--- src/rtl/ex_operand_stage.sv ---
// ex_operand_stage: elastic two-entry operand register between decode and the
// execute compare/ALU logic. A main entry drives the outputs and a skid entry
// absorbs one cycle of downstream back-pressure, so o_in_ready is a pure
// register output. Writeback forwarding is applied on capture and every cycle
// to held entries. Flush drops everything held and incoming.
module ex_operand_stage #(
    parameter int XLEN       = 32,
    parameter int REG_ADDR_W = 5,
    parameter int OP_W       = 4
) (
    input  logic                  i_clk,
    input  logic                  i_rst_n,
    input  logic                  i_flush,
    // decode side
    input  logic                  i_in_valid,
    output logic                  o_in_ready,
    input  logic [REG_ADDR_W-1:0] i_in_rs1_addr,
    input  logic [REG_ADDR_W-1:0] i_in_rs2_addr,
    input  logic [XLEN-1:0]       i_in_rs1_data,
    input  logic [XLEN-1:0]       i_in_rs2_data,
    input  logic [OP_W-1:0]       i_in_op,
    input  logic [XLEN-1:0]       i_in_pc,
    // writeback snoop port
    input  logic                  i_wb_en,
    input  logic [REG_ADDR_W-1:0] i_wb_addr,
    input  logic [XLEN-1:0]       i_wb_data,
    // execute side
    output logic                  o_out_valid,
    input  logic                  i_out_ready,
    output logic [XLEN-1:0]       o_out_operand_a,
    output logic [XLEN-1:0]       o_out_operand_b,
    output logic [OP_W-1:0]       o_out_op,
    output logic [XLEN-1:0]       o_out_pc
);

    typedef struct packed {
        logic                  valid;
        logic [REG_ADDR_W-1:0] rs1_addr;
        logic [REG_ADDR_W-1:0] rs2_addr;
        logic [XLEN-1:0]       opnd_a;
        logic [XLEN-1:0]       opnd_b;
        logic [OP_W-1:0]       op;
        logic [XLEN-1:0]       pc;
    } entry_t;

    entry_t main_q, main_d;
    entry_t skid_q, skid_d;
    entry_t in_entry;      // incoming item after capture forwarding
    entry_t main_snoop;    // held main entry after writeback snoop
    entry_t skid_snoop;    // held skid entry after writeback snoop

    logic wb_fwd_en;
    logic accept;
    logic consume;

    // Picks the writeback value when it targets this operand's source register.
    function automatic logic [XLEN-1:0] fwd_operand(
        input logic                  hit_en,
        input logic [REG_ADDR_W-1:0] wb_addr,
        input logic [REG_ADDR_W-1:0] rs_addr,
        input logic [XLEN-1:0]       wb_data,
        input logic [XLEN-1:0]       stored
    );
        return (hit_en && (wb_addr == rs_addr)) ? wb_data : stored;
    endfunction

    // x0 is hard-wired to zero, so a writeback to it never forwards.
    assign wb_fwd_en = i_wb_en && (i_wb_addr != '0);

    assign accept  = i_in_valid && o_in_ready;
    assign consume = main_q.valid && i_out_ready;

    // Build the incoming entry with forwarding from a same-cycle writeback.
    always_comb begin
        in_entry          = '0;
        in_entry.valid    = 1'b1;
        in_entry.rs1_addr = i_in_rs1_addr;
        in_entry.rs2_addr = i_in_rs2_addr;
        in_entry.opnd_a   = fwd_operand(wb_fwd_en, i_wb_addr, i_in_rs1_addr,
                                        i_wb_data, i_in_rs1_data);
        in_entry.opnd_b   = fwd_operand(wb_fwd_en, i_wb_addr, i_in_rs2_addr,
                                        i_wb_data, i_in_rs2_data);
        in_entry.op       = i_in_op;
        in_entry.pc       = i_in_pc;
    end

    // Refresh operands of held entries from the writeback port.
    always_comb begin
        main_snoop = main_q;
        skid_snoop = skid_q;
        if (main_q.valid) begin
            main_snoop.opnd_a = fwd_operand(wb_fwd_en, i_wb_addr, main_q.rs1_addr,
                                            i_wb_data, main_q.opnd_a);
            main_snoop.opnd_b = fwd_operand(wb_fwd_en, i_wb_addr, main_q.rs2_addr,
                                            i_wb_data, main_q.opnd_b);
        end
        if (skid_q.valid) begin
            skid_snoop.opnd_a = fwd_operand(wb_fwd_en, i_wb_addr, skid_q.rs1_addr,
                                            i_wb_data, skid_q.opnd_a);
            skid_snoop.opnd_b = fwd_operand(wb_fwd_en, i_wb_addr, skid_q.rs2_addr,
                                            i_wb_data, skid_q.opnd_b);
        end
    end

    // Next-state: consume/advance, then route an accepted item; flush wins.
    always_comb begin
        // NOTE: every variable gets a default first so no path leaves it unassigned (no latch).
        main_d = main_snoop;
        skid_d = skid_snoop;
        if (i_flush) begin
            // A concurrent consume has already been seen by execute; an
            // incoming item is simply not captured.
            main_d.valid = 1'b0;
            skid_d.valid = 1'b0;
        end else begin
            if (consume) begin
                if (skid_q.valid) begin
                    // Skid advances carrying any same-cycle forwarded value.
                    main_d       = skid_snoop;
                    skid_d.valid = 1'b0;
                end else begin
                    main_d.valid = 1'b0;
                end
            end
            if (accept) begin
                // accept implies the skid is empty (o_in_ready = !skid valid).
                if (!main_q.valid || (consume && !skid_q.valid)) begin
                    main_d = in_entry;
                end else begin
                    skid_d = in_entry;
                end
            end
        end
    end

    // Entry registers with asynchronous reset.
    always_ff @(posedge i_clk or negedge i_rst_n) begin
        if (!i_rst_n) begin
            // NOTE: data fields are cleared too; only valid matters functionally, zeros keep waveforms deterministic.
            main_q <= '0;
            skid_q <= '0;
        end else begin
            // NOTE: state registers use non-blocking assignment so all flops update together at the edge.
            main_q <= main_d;
            skid_q <= skid_d;
        end
    end

    // Outputs come straight from registers; no combinational path from i_out_ready.
    assign o_in_ready      = !skid_q.valid;
    assign o_out_valid     = main_q.valid;
    assign o_out_operand_a = main_q.opnd_a;
    assign o_out_operand_b = main_q.opnd_b;
    assign o_out_op        = main_q.op;
    assign o_out_pc        = main_q.pc;

endmodule

--- config.mk ---
export PLATFORM = sky130hd
export DESIGN_NAME = ex_operand_stage
export DESIGN_NICKNAME = d
export VERILOG_FILES = /design/src/rtl/ex_operand_stage.sv
export SDC_FILE = /design/constraint.sdc
export NUM_CORES = 1
export LEC_CHECK = 0
export CAP_MARGIN = 25
export CORE_AREA = 3 3 171 173
export DETAILED_ROUTE_END_ITERATION = 12
export DIE_AREA = 0 0 174 176
export GPL_TIMING_DRIVEN = 1
export PLACE_DENSITY = 0.86
export SLEW_MARGIN = 20
export SYNTH_ARGS = -nofsm -noshare
export SYNTH_HDL_FRONTEND = slang
export SYNTH_SLANG_ARGS = --single-unit
--- constraint.sdc ---
create_clock -name i_clk -period 1.97 [get_ports i_clk]
set_clock_uncertainty 0.1 [all_clocks]
set_input_delay 0.197 -clock i_clk [delete_from_list [all_inputs] [get_ports i_clk]]
set_output_delay 0.197 -clock i_clk [all_outputs]
set_load 0.01 [all_outputs]
Yosys cells after proc, flatten, opt, wreduce, memory -nomap -nowiden
Index checks and enable logic that the tools add are counted.
- bitwise logic cells: 2
- mux-type cells: 20
- equal/unequal tests: 6
- reduce and logical (&&, ||, !) cells: 15
- operators by type and width (operator ; number):
    $mux W111 ; 5
    $mux W100 ; 2
    $mux W32 ; 6
    $mux W64 ; 2
    $mux W110 ; 1
    $eq A5 B5 Y1 ; 6
    $logic_and A1 B1 Y1 ; 10
    $reduce_bool A5 Y1 ; 1
    $mux W1 ; 4
    $reduce_and A3 Y1 ; 1
    $logic_not A1 Y1 ; 2
    $not A1 Y1 ; 2
    $logic_or A1 B1 Y1 ; 1
- logic and storage cells: 57
- output and inout port bits: 102
- register bits after elaboration: 222
- bits of input ports: 153

Longest topological paths before layout
Gate-level depths: netlist of the first run.
- word-level depth: 10
- mapped depth: 8
- depth with buffers taken out: 5

Worst setup path after synthesis of the first run
Ideal clock, no wire load.
- kind: reg2reg
- start point: register main_q, in the netlist o_out_valid
- end point: register main_q, in the netlist o_out_operand_a[8]
- period minus slack after synthesis: 2.204 ns
- slack: -0.234 ns
- buffers on the path: 4
- arrival: 1.962 ns
- stages on the path, launching flop included: 8
- library setup time: 0.142 ns
- required time: 1.728 ns
- cells stage by stage: dfrtp_1 clkbuf_1 nor2b_1 a211oi_1 buf_2 buf_2 clkbuf_1 o221ai_1
- RTL lines (element ; RTL line ; text):
    start: declaration ; 46 ; entry_t main_q, main_d;
    start signal: assignment ; 144 ; main_q <= main_d;

==> results of run 1 <==
==> cell type report <==
cell class	count	area, um2	share of cell area, %
multi-input cells	911	7260	38.8
flip-flops and latches	222	5560	29.7
repair buffers	413	4580	24.5
clock buffers	32	692	3.70
well taps	378	473	2.53
clock inverters	9	145	0.776
inverters	2	7.51	0.0401
==> metal layers <==
layer  track usage [%]  up-vias  routed length [um]  share of wire [%]
met1              35.7     5997               18000                 38
li1                  -     5158                   -                  -
met5                 0        -                  47              0.098
met3              7.25      183                4690                9.8
met2              46.5      782               22600                 47
met4              12.4        8                2500                5.2
==> critical path, delay by kind of cell (launching register included) <==
| kind | cells | cell delay [ns] |
|---|---|---|
| flops | 1 | 0.39 |
| mux | 1 | 0.31 |
| buf+inv | 3 | 0.41 |
| compound gates | 1 | 0.18 |
| simple gates | 2 | 0.66 |
| xor+xnor | 1 | 0.15 |
==> path summary, 6_finish.rpt <==
path | start | endpoint | slack [ns] | cells after the start
max in group asynchronous | i_rst_n | skid_q[54]$_DFF_PN0_ | 0.96 | 3
setup / recovery | skid_q[100]$_DFFE_PN0P_ | o_out_operand_b[16]$_DFF_PN0_ | -0.33 | 8
hold reg to reg | skid_q[2]$_DFFE_PN0P_ | skid_q[2]$_DFFE_PN0P_ | 0.38 | 2
hold / removal | i_rst_n | o_out_operand_b[26]$_DFF_PN0_ | 0.12 | 2
min in group i_clk | i_in_op[2] | skid_q[34]$_DFFE_PN0P_ | 0.13 | 3
setup reg to reg | skid_q[100]$_DFFE_PN0P_ | o_out_operand_b[16]$_DFF_PN0_ | -0.33 | 8
==> metrics by stage <==
step	util [%]	power [mW]	hold WS, ns
after floorplan	-	8.82	-0.199
after global placement	58.7	10.1	0.0791
after detailed placement	58.7	10.3	0.0803
after CTS	65.4	15.5	0.115
after global routing	67.3	16.4	0.138
final	67.3	15.8	0.125
==> state kept, by name, indices dropped and copies added, names as in the netlist <==
signal / cells
main_q: 10
o_out_op: 4
o_out_operand_a: 32
o_out_operand_b: 32
o_out_pc: 32
o_out_valid: 1
skid_q: 111
==> where the power goes <==
group / total, mW / switching [mW] / internal (mW) / leakage [nW]
registers: 6.49 / 0.822 / 5.67 / 2.60
clock network: 4.88 / 1.91 / 2.97 / 0.416
logic: 4.44 / 1.76 / 2.69 / 4.25
total: 15.8 / 4.49 / 11.3 / 7.27
==> layout by cell type (no fill, tap or decap), drive strengths merged <==
| cell type | count |
|---|---|
| nor2b | 1 |
| clkdlybuf4s50 | 246 |
| nor3 | 4 |
| dlymetal6s2s | 1 |
| mux2 | 127 |
| bufbuf | 2 |
| o211ai | 41 |
| nand2 | 277 |
| xnor2 | 20 |
| bufinv | 4 |
| dlygate4sd3 | 1 |
| o22a | 92 |
| dlygate4sd2 | 4 |
| dfrtp | 222 |
| or2 | 1 |
| inv | 2 |
| or4 | 3 |
| nand3 | 8 |
| clkinv | 5 |
| nor2 | 93 |
| o221ai | 1 |
| mux2i | 65 |
| xor2 | 10 |
| clkbuf | 41 |
| a211oi | 26 |
| a21oi | 5 |
| buf | 149 |
| or3 | 66 |
| nand2b | 1 |
| clkdlybuf4s15 | 1 |
| o221a | 64 |
| nor4 | 2 |
| o21ai | 4 |
==> logic make-up after synthesis <==
kind of cell | after synthesis
flops | 222
simple gates | 456
xor+xnor | 30
mux | 192
compound gates | 232
buf+inv | 231
==> timing repair <==
item                                    CTS  global route
gates cloned                             11             9
endpoints found under the hold margin   202             0
pin swaps                                18            19
hold buffers                              1             0
endpoints found under the setup margin  214           215
buffers inserted                         26            12
gates resized for setup                 120            63
==> results by group, run 1 <==
Run status
  – Status: complete, but fails checks
  – Failing checks: setup timing

CTS
  – Clock tree buffer depth: 3
  – TritonCTS clock tree: yes
  – Worst-path clk slew: 0.06 ns
  – Num CTS Buffers: 25
  – TritonCTS Sinks: approximately 220
  – Htree depth: 1
  – Root Driver: clkbuf_16
  – Clk_lat worst skew: 0.53 ns

Floorplanning
  – Die Area: 0.0306 mm2
  – Die Span Y: 176 um
  – Cell row count: 61
  – Initial Util: 47.7%
  – Ports: 255
  – Die width: roughly 170 um
  – Core box area: 0.0278 mm2

Logic synthesis
  – Post-synth EDFFs: 0
  – Ys flop type: dfrtp_1
  – Post-Synth XOR/XNOR Area: slightly below 2%
  – Synth warn: 0
  – Mapped Nets: 1516
  – Post-synth top cells: nand2_1 (277), dfrtp_1 (222), mux2_2 (127)
  – Simple-Gate Fraction of Synth Area: 14.6%
  – Post-Synth Adder-Cell Area: 0%
  – Area contributors post-synth: dfrtp_1 (42%), mux2_2 (11%), nand2_1 (7.8%)
  – Post-synthesis register bit count: 222
  – Largest family of logic cells by synthesized area: compound AO/OA/AOI/OAI gates
  – Post-Synthesis Cell Area: around 0.013 mm2
  – Register area share after synthesis: 41.9%
  – Synth cell types: 35
  – Cell taking the most area after synthesis: dfrtp_1
  – Mean area per synthesized cell: 9.72 um2
  – Mux contribution to synthesized area: about 16%
  – FFs w/ async S/R, synth: 100%
  – Yosys top cell area share: 41.9%
  – Most frequent cell after synthesis: nand2_1
  – Cells after Synth: 1363
  – Compound-gate portion of the synthesized area: 15.8%

Finish
  – Design Area, Final: about 0.019 mm2
  – # nets final: 1728
  – FILL cells: 1928
  – Share of layout cells above drive strength 1: 27.9%
  – Finished Layout Cells: between 1500 and 2000
  – Layout area overhead: 41.2%
  – Antenna Cells: 0

Detailed routing
  – DRT antenna net count: 0
  – Avg WL per Cell: 24.3 um
  – DR vias: 12100
  – First drt pass iteration count: 5
  – DRT iter0 DRCs: roughly 1300
  – Drc violations: 0
  – Routed WL: between 40 and 50 mm
  – Vias/cell: between 6 and 7

Timing
  – Minimum clock period: between 2 and 2.5 ns
  – Max Fclk: 435 MHz
  – Unrepaired setup endpoints after global routing: yes
  – # setup viols final: around 130
  – Rel. slew slack: between 60% and 70%
  – Setup slack after layout: -0.327 ns
  – Final Hold Viols: 0
  – Final period utilization: 117%
  – Final TNS setup: -21.99 ns
  – Worst-Margin Slew: 0.542 ns
  – Max-slew violation count: 0

Setup path
  – Worst setup EP type: flip-flop
  – Crit path DAT: 2.63 ns
  – Crit-path max FO: 6
  – Crit path launch type: flip-flop
  – Critical path class: reg2reg
  – Slowest cell on crit path: or4_4
  – CP cell instances: xor2_1, or4_4, nor2_4, buf_6, buf_8, buf_16, mux2_4, a211oi_2
  – Crit path largest cell delay: 0.54 ns
  – Worst endpoint required time: 2.30 ns

Power and ir drop
  – P_leak: 7.27 nW
  – Pwr per Cell Area: 845 mW/mm2
  – Worst vdd ir: 0.000716 V

GRT
  – Vias in the first global route: ~12000
  – Largest net degree at the start of global routing: 59
  – Grt ovf: 0
  – First-pass GRT wire length: 69.9 mm
  – Tot GR Track Use: 28.4%
  – Initial antenna violation count: 4

Placement
  – PortBufs: 254
  – Worst slack, placed: -1.01 ns
  – Hpwl dp: 28.0 mm
  – Dpl cells: 1872
  – Routability congestion estimate: roughly 0.88
  – Placed cell areas: 0.0163 mm2

Hold path
  – Hold WC Path Type: in2async

Run
  – # Max-Cap Violations: 0
(Power assumes the default switching activity.)
==> run 2, diff against run 1 <==
Settings changed: CORE_AREA 3 3 171 173 to 2 2 170 172, CTS_CLUSTER_DIAMETER set to 30, DIE_AREA 0 0 174 176 to 0 0 172 174, SLEW_MARGIN 20 to not set.
==> run 2 against run 1 <==
Against the previous run: the run still ends with setup timing left; final cell count is 4.2% higher; final area is 9.2% higher; sequential share of layout area decreased by 2.5 points; wire length rose by 15%; utilization grew 5.0 points; critical endpoint is now skid_q[98]$_DFF_PN0_; setup slack lost 0.025 ns.
==> results by group, run 2 (same netlist as run 1, synthesis figures left out) <==
Detailed routing
  – First drt pass iteration count: 6 (+1)
  – Vias/cell: 6.36 (+3.2%)
  – Drc violations: 0 (unchanged)
  – Avg WL per Cell: 26.9 um (+11%)
  – DR vias: 13000 (+7.6%)
  – DRT antenna net count: 0 (unchanged)
  – DRT iter0 DRCs: 1741 (+33%)
  – Routed WL: 55.2 mm (+15%)

GRT
  – Vias in the first global route: 13100 (+5.2%)
  – Tot GR Track Use: 31.7% (+3.4 points)
  – First-pass GRT wire length: 73.9 mm (+5.8%)
  – Largest net degree at the start of global routing: 66 (+12%)
  – Initial antenna violation count: 2 (-2)
  – Grt ovf: 0 (unchanged)

Power and ir drop
  – P_leak: 8.05 nW (+11%)
  – Switching share of power: 27.5% (-0.88 points)
  – Combinational power share: 22.8% (-5.3 points)
  – Worst vdd ir: 0.00108 V (+51%)
  – NetSw: 5.75 mW (+28%)
  – Pint: 15.2 mW (+34%)
  – Seq pwr share: 31.3% (-9.7 points)
  – Pwr per Cell Area: 1020 mW/mm2 (+21%)
  – Clk network pwr share: 45.8% (+15 points)

Finish
  – Share of layout cells above drive strength 1: 33.3% (+5.4 points)
  – Commonest non-fill, non-tap cell in the layout: nand2_1
  – Most frequent cells in the layout: nand2_1 (262), clkdlybuf4s50_1 (247), dfrtp_1 (222), o22a_1 (92), nor2_1 (86)
  – Post-Route Utilization: 72.3% (+5.0 points)
  – Finished Layout Cells: 2050 (+4.2%)
  – Layout area overhead: 54.2%
  – Max reg flops: 111 (unchanged)
  – # nets final: 1772 (+2.5%)
  – Register name with the most flops: skid_q

Setup path
  – Critical R2R Launch: skid_q[110]$_DFF_PN0_
  – Crit path DAT: 2.65 ns (+0.02 ns)
  – Worst Reg-to-Reg Cells: 8 (unchanged)
  – Worst setup EP type: flip-flop
  – R2R Setup Slk: -0.35 ns (-0.03 ns)
  – Crit path launch type: flip-flop
  – Worst reg2reg endpoint: skid_q[98]$_DFF_PN0_
  – Critical path class: reg2reg
  – Crit-path max FO: 9 (+3)
  – Worst endpoint required time: 2.30 ns (about the same)

CTS
  – TritonCTS clock tree: yes
  – Num CTS Buffers: 55 (+120%)
  – Clock tree buffer depth: 3 (unchanged)
  – Worst-path clk slew: 0.05 ns (about the same)
  – Clk_lat worst skew: 0.56 ns (+0.03 ns)
  – TritonCTS Sinks: 222 (unchanged)
  – Htree depth: 2 (+1)
  – Root Driver: clkbuf_16

Timing
  – Final TNS setup: -37.57 ns (-15.58 ns)
  – Max-slew violation count: 0 (unchanged)
  – Unrepaired setup endpoints after global routing: yes
  – # setup viols final: 199 (+55%)
  – Max Fclk: 431 MHz (-1.1%)
  – Setup slack after layout: -0.352 ns (-0.0255 ns)
  – Rel. slew slack: 63.6% (-0.20 points)
  – Final period utilization: 118% (+1.3 points)
  – Minimum clock period: 2.32 ns (+0.0255 ns)
  – Worst-Margin Slew: 0.545 ns (+0.00299 ns)
  – Final Hold Viols: 0 (unchanged)

Floorplanning
  – Die width: 172 um (-1.1%)
  – Cell row count: 62 (+1.6%)
  – Die Area: 0.0299 mm2 (-2.3%)
  – Initial Util: 46.9% (-0.77 points)
  – Ports: 255 (unchanged)
  – Die Span Y: 174 um (-1.1%)
  – Core box area: 0.0282 mm2 (+1.6%)

Run status
  – Failing checks: setup timing
  – Status: complete, but fails checks

Placement
  – Routability congestion estimate: 0.835 (-5.3%)
  – Dpl cells: 1872 (unchanged)
  – PortBufs: 254 (unchanged)
  – Hpwl dp: 26.5 mm (-5.1%)

Hold path
  – HP Start: i_flush
  – Hold worst-path end: main_q[108]$_DFFE_PN0N_
  – Hold path cells: 3
  – Hold WC Path Type: in2reg

Run
  – # Max-Cap Violations: 0 (unchanged)
## run 2: cell types whose count changed in the layout (fill, tap and decap cells not counted), moves of 7 or more
cell,delta
clkinvlp_4,+7
nand2_1,-14
buf_4,-14
buf_6,+9
clkbuf_16,+39
nand2_2,+14
or3_4,+18
or3_1,-18
clkbuf_8,+7
buf_12,+10
clkinv_2,+9
## run 2: how the worst max path moves through the flow
stage / start / end / slack, ns / cells past startpoint
6_report: skid_q[110]$_DFF_PN0_ / skid_q[98]$_DFF_PN0_ / -0.35 / 8
5_1_grt: skid_q[100]$_DFFE_PN0P_ / o_out_operand_b[18]$_DFF_PN0_ / -0.40 / 7
4_1_cts: skid_q[110]$_DFF_PN0_ / o_out_operand_b[4]$_DFF_PN0_ / -0.25 / 10
3_5_place_dp: i_wb_addr[2] / skid_q[92]$_DFF_PN0_ / -1.05 / 7
3_3_place_gp: i_wb_addr[2] / skid_q[85]$_DFF_PN0_ / -0.97 / 6
2_1_floorplan: i_wb_addr[3] / skid_q[50]$_DFF_PN0_ / -0.15 / 8
## run 2: timing repair
action	CTS	global route
hold endpoints to repair	222	0
setup endpoints to repair	200	188
hold buffers	1	0
resized for setup	120	118
pin swaps	22	19
gates cloned	12	22
setup buffers	26	21
## run 2: metrics by stage
step                power (mW)  hold slack, ns  instance area [um2]  worst slack (ns)
finish                    20.9          0.0425                20400            -0.352
detailed placement        10.3          0.0843                16300             -1.05
CTS                       20.3          0.0204                19400            -0.248
floorplan                 8.82          -0.199                13500            -0.153
global route              21.5          0.0581                20400            -0.402
global placement          10.2          0.0805                16300            -0.967
## run 2: metal layers
layer / share of wire (%) / vias to the layer above / global-route usage [%]
met5: 0.018 / - / 0
met2: 47 / 1103 / 53.3
met3: 12 / 325 / 8.83
met1: 35 / 6323 / 37.9
li1: - / 5291 / -
met4: 6.5 / 2 / 13.9
## run 2: power groups by stage
stage	logic [mW]	clock network, mW	registers (mW)
floorplan	2.63	0	6.19
global placement	3.79	0	6.36
detailed placement	3.92	0	6.40
CTS	4.34	9.55	6.41
global route	5.03	9.83	6.63
finish	4.78	9.59	6.56
## run 2: critical path, stage by stage (launching register included)
cell,delay (ns)
dfrtp_1,0.42
buf_6,0.14
nand2b_4,0.15
buf_6,0.12
or3_4,0.41
buf_6,0.14
buf_16,0.15
or3_4,0.39
o221a_4,0.17
## run 2: final cells by class
class,instances,area (um2)
Fill cell,1749,7810
Multi-Input combinational cell,911,7400
Sequential cell,222,5560
Timing Repair Buffer,427,5010
Clock buffer,72,1590
Tap cell,384,480
Clock inverter,30,372
Inverter,2,7.51
Antenna cell,2,5.00
==> run 3, diff against run 2 <==
Settings changed: CORE_AREA 2 2 170 172 to 2 2 165 167, DIE_AREA 0 0 172 174 to 0 0 167 169, PLACE_DENSITY 0.86 to 0.87.
Clock period 1.97 ns to 2.5 ns, I/O delays scaled along.
==> run 3 against run 2 <==
Against the previous run: the run now ends clean; via count is 11% lower; clock-buffer cell count is 4 lower; sequential cell count stayed put; critical path depth is 2 lower; final cell count is 6.4% lower; non-clock buffer count is 87 lower; maximum frequency is 4.5% lower; first-iteration DRC count is 37% lower; die area is 5.7% lower; sequential power is 23% lower; power is 23% lower; worst hold slack worse by 0.029 ns; critical path type unchanged.
==> results by group, run 3 (same netlist as run 1, synthesis figures left out) <==
Detailed routing
  – DRT antenna net count: 0 (unchanged)
  – First drt pass iteration count: 6 (unchanged)
  – DR vias: 11600 (-11%)
  – Avg WL per Cell: 21.9 um (-19%)
  – Routed WL: 42.0 mm (-24%)
  – Drc violations: 0 (unchanged)
  – Vias/cell: 6.06 (-4.8%)
  – DRT iter0 DRCs: 1105 (-37%)

CTS
  – Clk_lat worst skew: 0.56 ns (about the same)
  – Root Driver: clkbuf_16
  – Htree depth: 2 (unchanged)
  – Worst-path clk slew: 0.05 ns (about the same)
  – Clock tree buffer depth: 3 (unchanged)
  – TritonCTS clock tree: yes
  – TritonCTS Sinks: 222 (unchanged)
  – Num CTS Buffers: 56 (+1.8%)

Finish
  – Finished Layout Cells: 1919 (-6.4%)
  – Post-Route Utilization: 68.6% (-3.8 points)
  – Design Area, Final: 0.0182 mm2 (-11%)
  – Layout area overhead: 37.2%
  – Share of layout cells above drive strength 1: 25.0% (-8.3 points)
  – Most frequent cells in the layout: nand2_1 (277), clkdlybuf4s50_1 (252), dfrtp_1 (221), mux2_2 (127), o22a_1 (92)
  – Max reg flops: 111 (unchanged)
  – FILL cells: 1830 (+4.6%)
  – Commonest non-fill, non-tap cell in the layout: nand2_1
  – Register name with the most flops: skid_q
  – # nets final: 1685 (-4.9%)

Timing
  – Max-slew violation count: 0 (unchanged)
  – Unrepaired setup endpoints after global routing: no
  – Worst-Margin Slew: 0.906 ns (+0.361 ns)
  – Final period utilization: 97.3% (-21 points)
  – Setup slack after layout: 0.0681 ns (+0.420 ns)
  – Final TNS setup: 0 ns (+37.57 ns)
  – Max Fclk: 411 MHz (-4.5%)
  – Minimum clock period: 2.43 ns (+0.110 ns)
  – Rel. slew slack: 39.6% (-24 points)
  – Final Hold Viols: 0 (unchanged)
  – # setup viols final: 0 (-100%)
  – Fin Hold WS: 0.0138 ns (-0.0287 ns)

Power and ir drop
  – P_leak: 6.96 nW (-14%)
  – Total power: 16.2 mW (-23%)
  – Worst vdd ir: 0.000773 V (-29%)
  – Pwr per Cell Area: 891 mW/mm2 (-13%)

Setup path
  – Critical R2R Launch: skid_q[109]$_DFFE_PN0P_
  – Worst reg2reg endpoint: o_out_operand_a[22]$_DFF_PN0_
  – Critical path class: reg2reg
  – Worst endpoint required time: 2.84 ns (+0.54 ns)
  – CP Launch Point: skid_q[109]$_DFFE_PN0P_
  – Crit-path max FO: 12 (+3)
  – Crit path DAT: 2.77 ns (+0.12 ns)
  – Crit path launch type: flip-flop
  – Worst path buffer plus inverter count: 1 (-3)
  – Worst setup EP type: flip-flop
  – CP cell instances: xor2_1, or4_1, nor2_4, buf_12, mux2_2, a211oi_1
  – Top cell family by delay on the critical path: simple AND/OR/NAND/NOR gates
  – Slowest cell on crit path: or4_1
  – Crit path largest cell delay: 0.60 ns (+0.18 ns)
  – R2R Setup Slk: 0.07 ns (+0.42 ns)
  – Worst Reg-to-Reg Cells: 6 (-2)

Run
  – # Max-Cap Violations: 0 (unchanged)

Placement
  – Placed cell areas: 0.0160 mm2 (-1.5%)
  – Hpwl dp: 26.1 mm (-1.6%)
  – Dpl cells: 1811 (-3.3%)
  – PortBufs: 254 (unchanged)
  – Worst slack, placed: -0.391 ns (+0.658 ns)
  – Routability congestion estimate: 0.874 (+4.6%)

Hold path
  – Hold WC Path Type: in2reg
  – Hold worst-path end: main_q[106]$_DFFE_PN0N_
  – Hold path cells: 2 (-1)
  – HP Start: i_flush

Floorplanning
  – Die width: 167 um (-2.9%)
  – Ports: 255 (unchanged)
  – Core box area: 0.0265 mm2 (-6.2%)
  – Initial Util: 50.0% (+3.1 points)
  – Die Area: 0.0282 mm2 (-5.7%)
  – Die Span Y: 169 um (-2.9%)
  – Cell row count: 60 (-3.2%)

Run status
  – Status: completed

GRT
  – First-pass GRT wire length: 66.9 mm (-9.6%)
  – Initial antenna violation count: 4 (+2)
  – Largest net degree at the start of global routing: 74 (+12%)
  – Tot GR Track Use: 29.4% (-2.3 points)
  – Vias in the first global route: 12300 (-6.3%)
  – Grt ovf: 0 (unchanged)
-- run 3: worst max path at each step --
| stage | to | slack (ns) | cells after the start |
|---|---|---|---|
| floorplan | o_out_operand_b[0]$_DFF_PN0_ | 0.26 | 7 |
| global placement | o_out_operand_b[7]$_DFF_PN0_ | -0.29 | 6 |
| CTS | o_out_operand_a[22]$_DFF_PN0_ | 0.03 | 6 |
| global route | o_out_operand_a[22]$_DFF_PN0_ | 0.02 | 6 |
| detailed placement | o_out_operand_b[24]$_DFF_PN0_ | -0.39 | 6 |
| finish | o_out_operand_a[22]$_DFF_PN0_ | 0.07 | 6 |
-- run 3: per-layer routing --
layer / up-vias / wire length, um / GRT usage (%)
met5: - / 37 / 0
met4: 6 / 1610 / 12.1
met3: 144 / 4040 / 8.72
met2: 642 / 20000 / 48.8
met1: 5738 / 16300 / 35.9
li1: 5093 / - / -
-- run 3: timing repair --
item	4_1_cts	5_1_grt
endpoints found under the hold margin	59	0
setup buffers	0	2
hold buffers	1	0
setup endpoints to repair	0	16
gates resized for setup	0	1
-- run 3: final cells by class --
cell class / count / area [um2] / share of cell area, %
timing repair buffer: 340 / 3600 / 19.8
sequential: 222 / 5560 / 30.6
antenna: 1 / 2.50 / 0.0138
clock buffer: 68 / 1490 / 8.18
tap: 341 / 427 / 2.35
inverter: 2 / 7.51 / 0.0413
clock inverter: 35 / 609 / 3.35
multi-input combinational: 910 / 6490 / 35.7
-- run 3: power breakdown --
| part | switching (mW) | internal (mW) |
|---|---|---|
| sequential | 0.586 | 4.48 |
| clock | 2.27 | 5.83 |
| combinational | 1.25 | 1.78 |
| total | 4.11 | 12.1 |
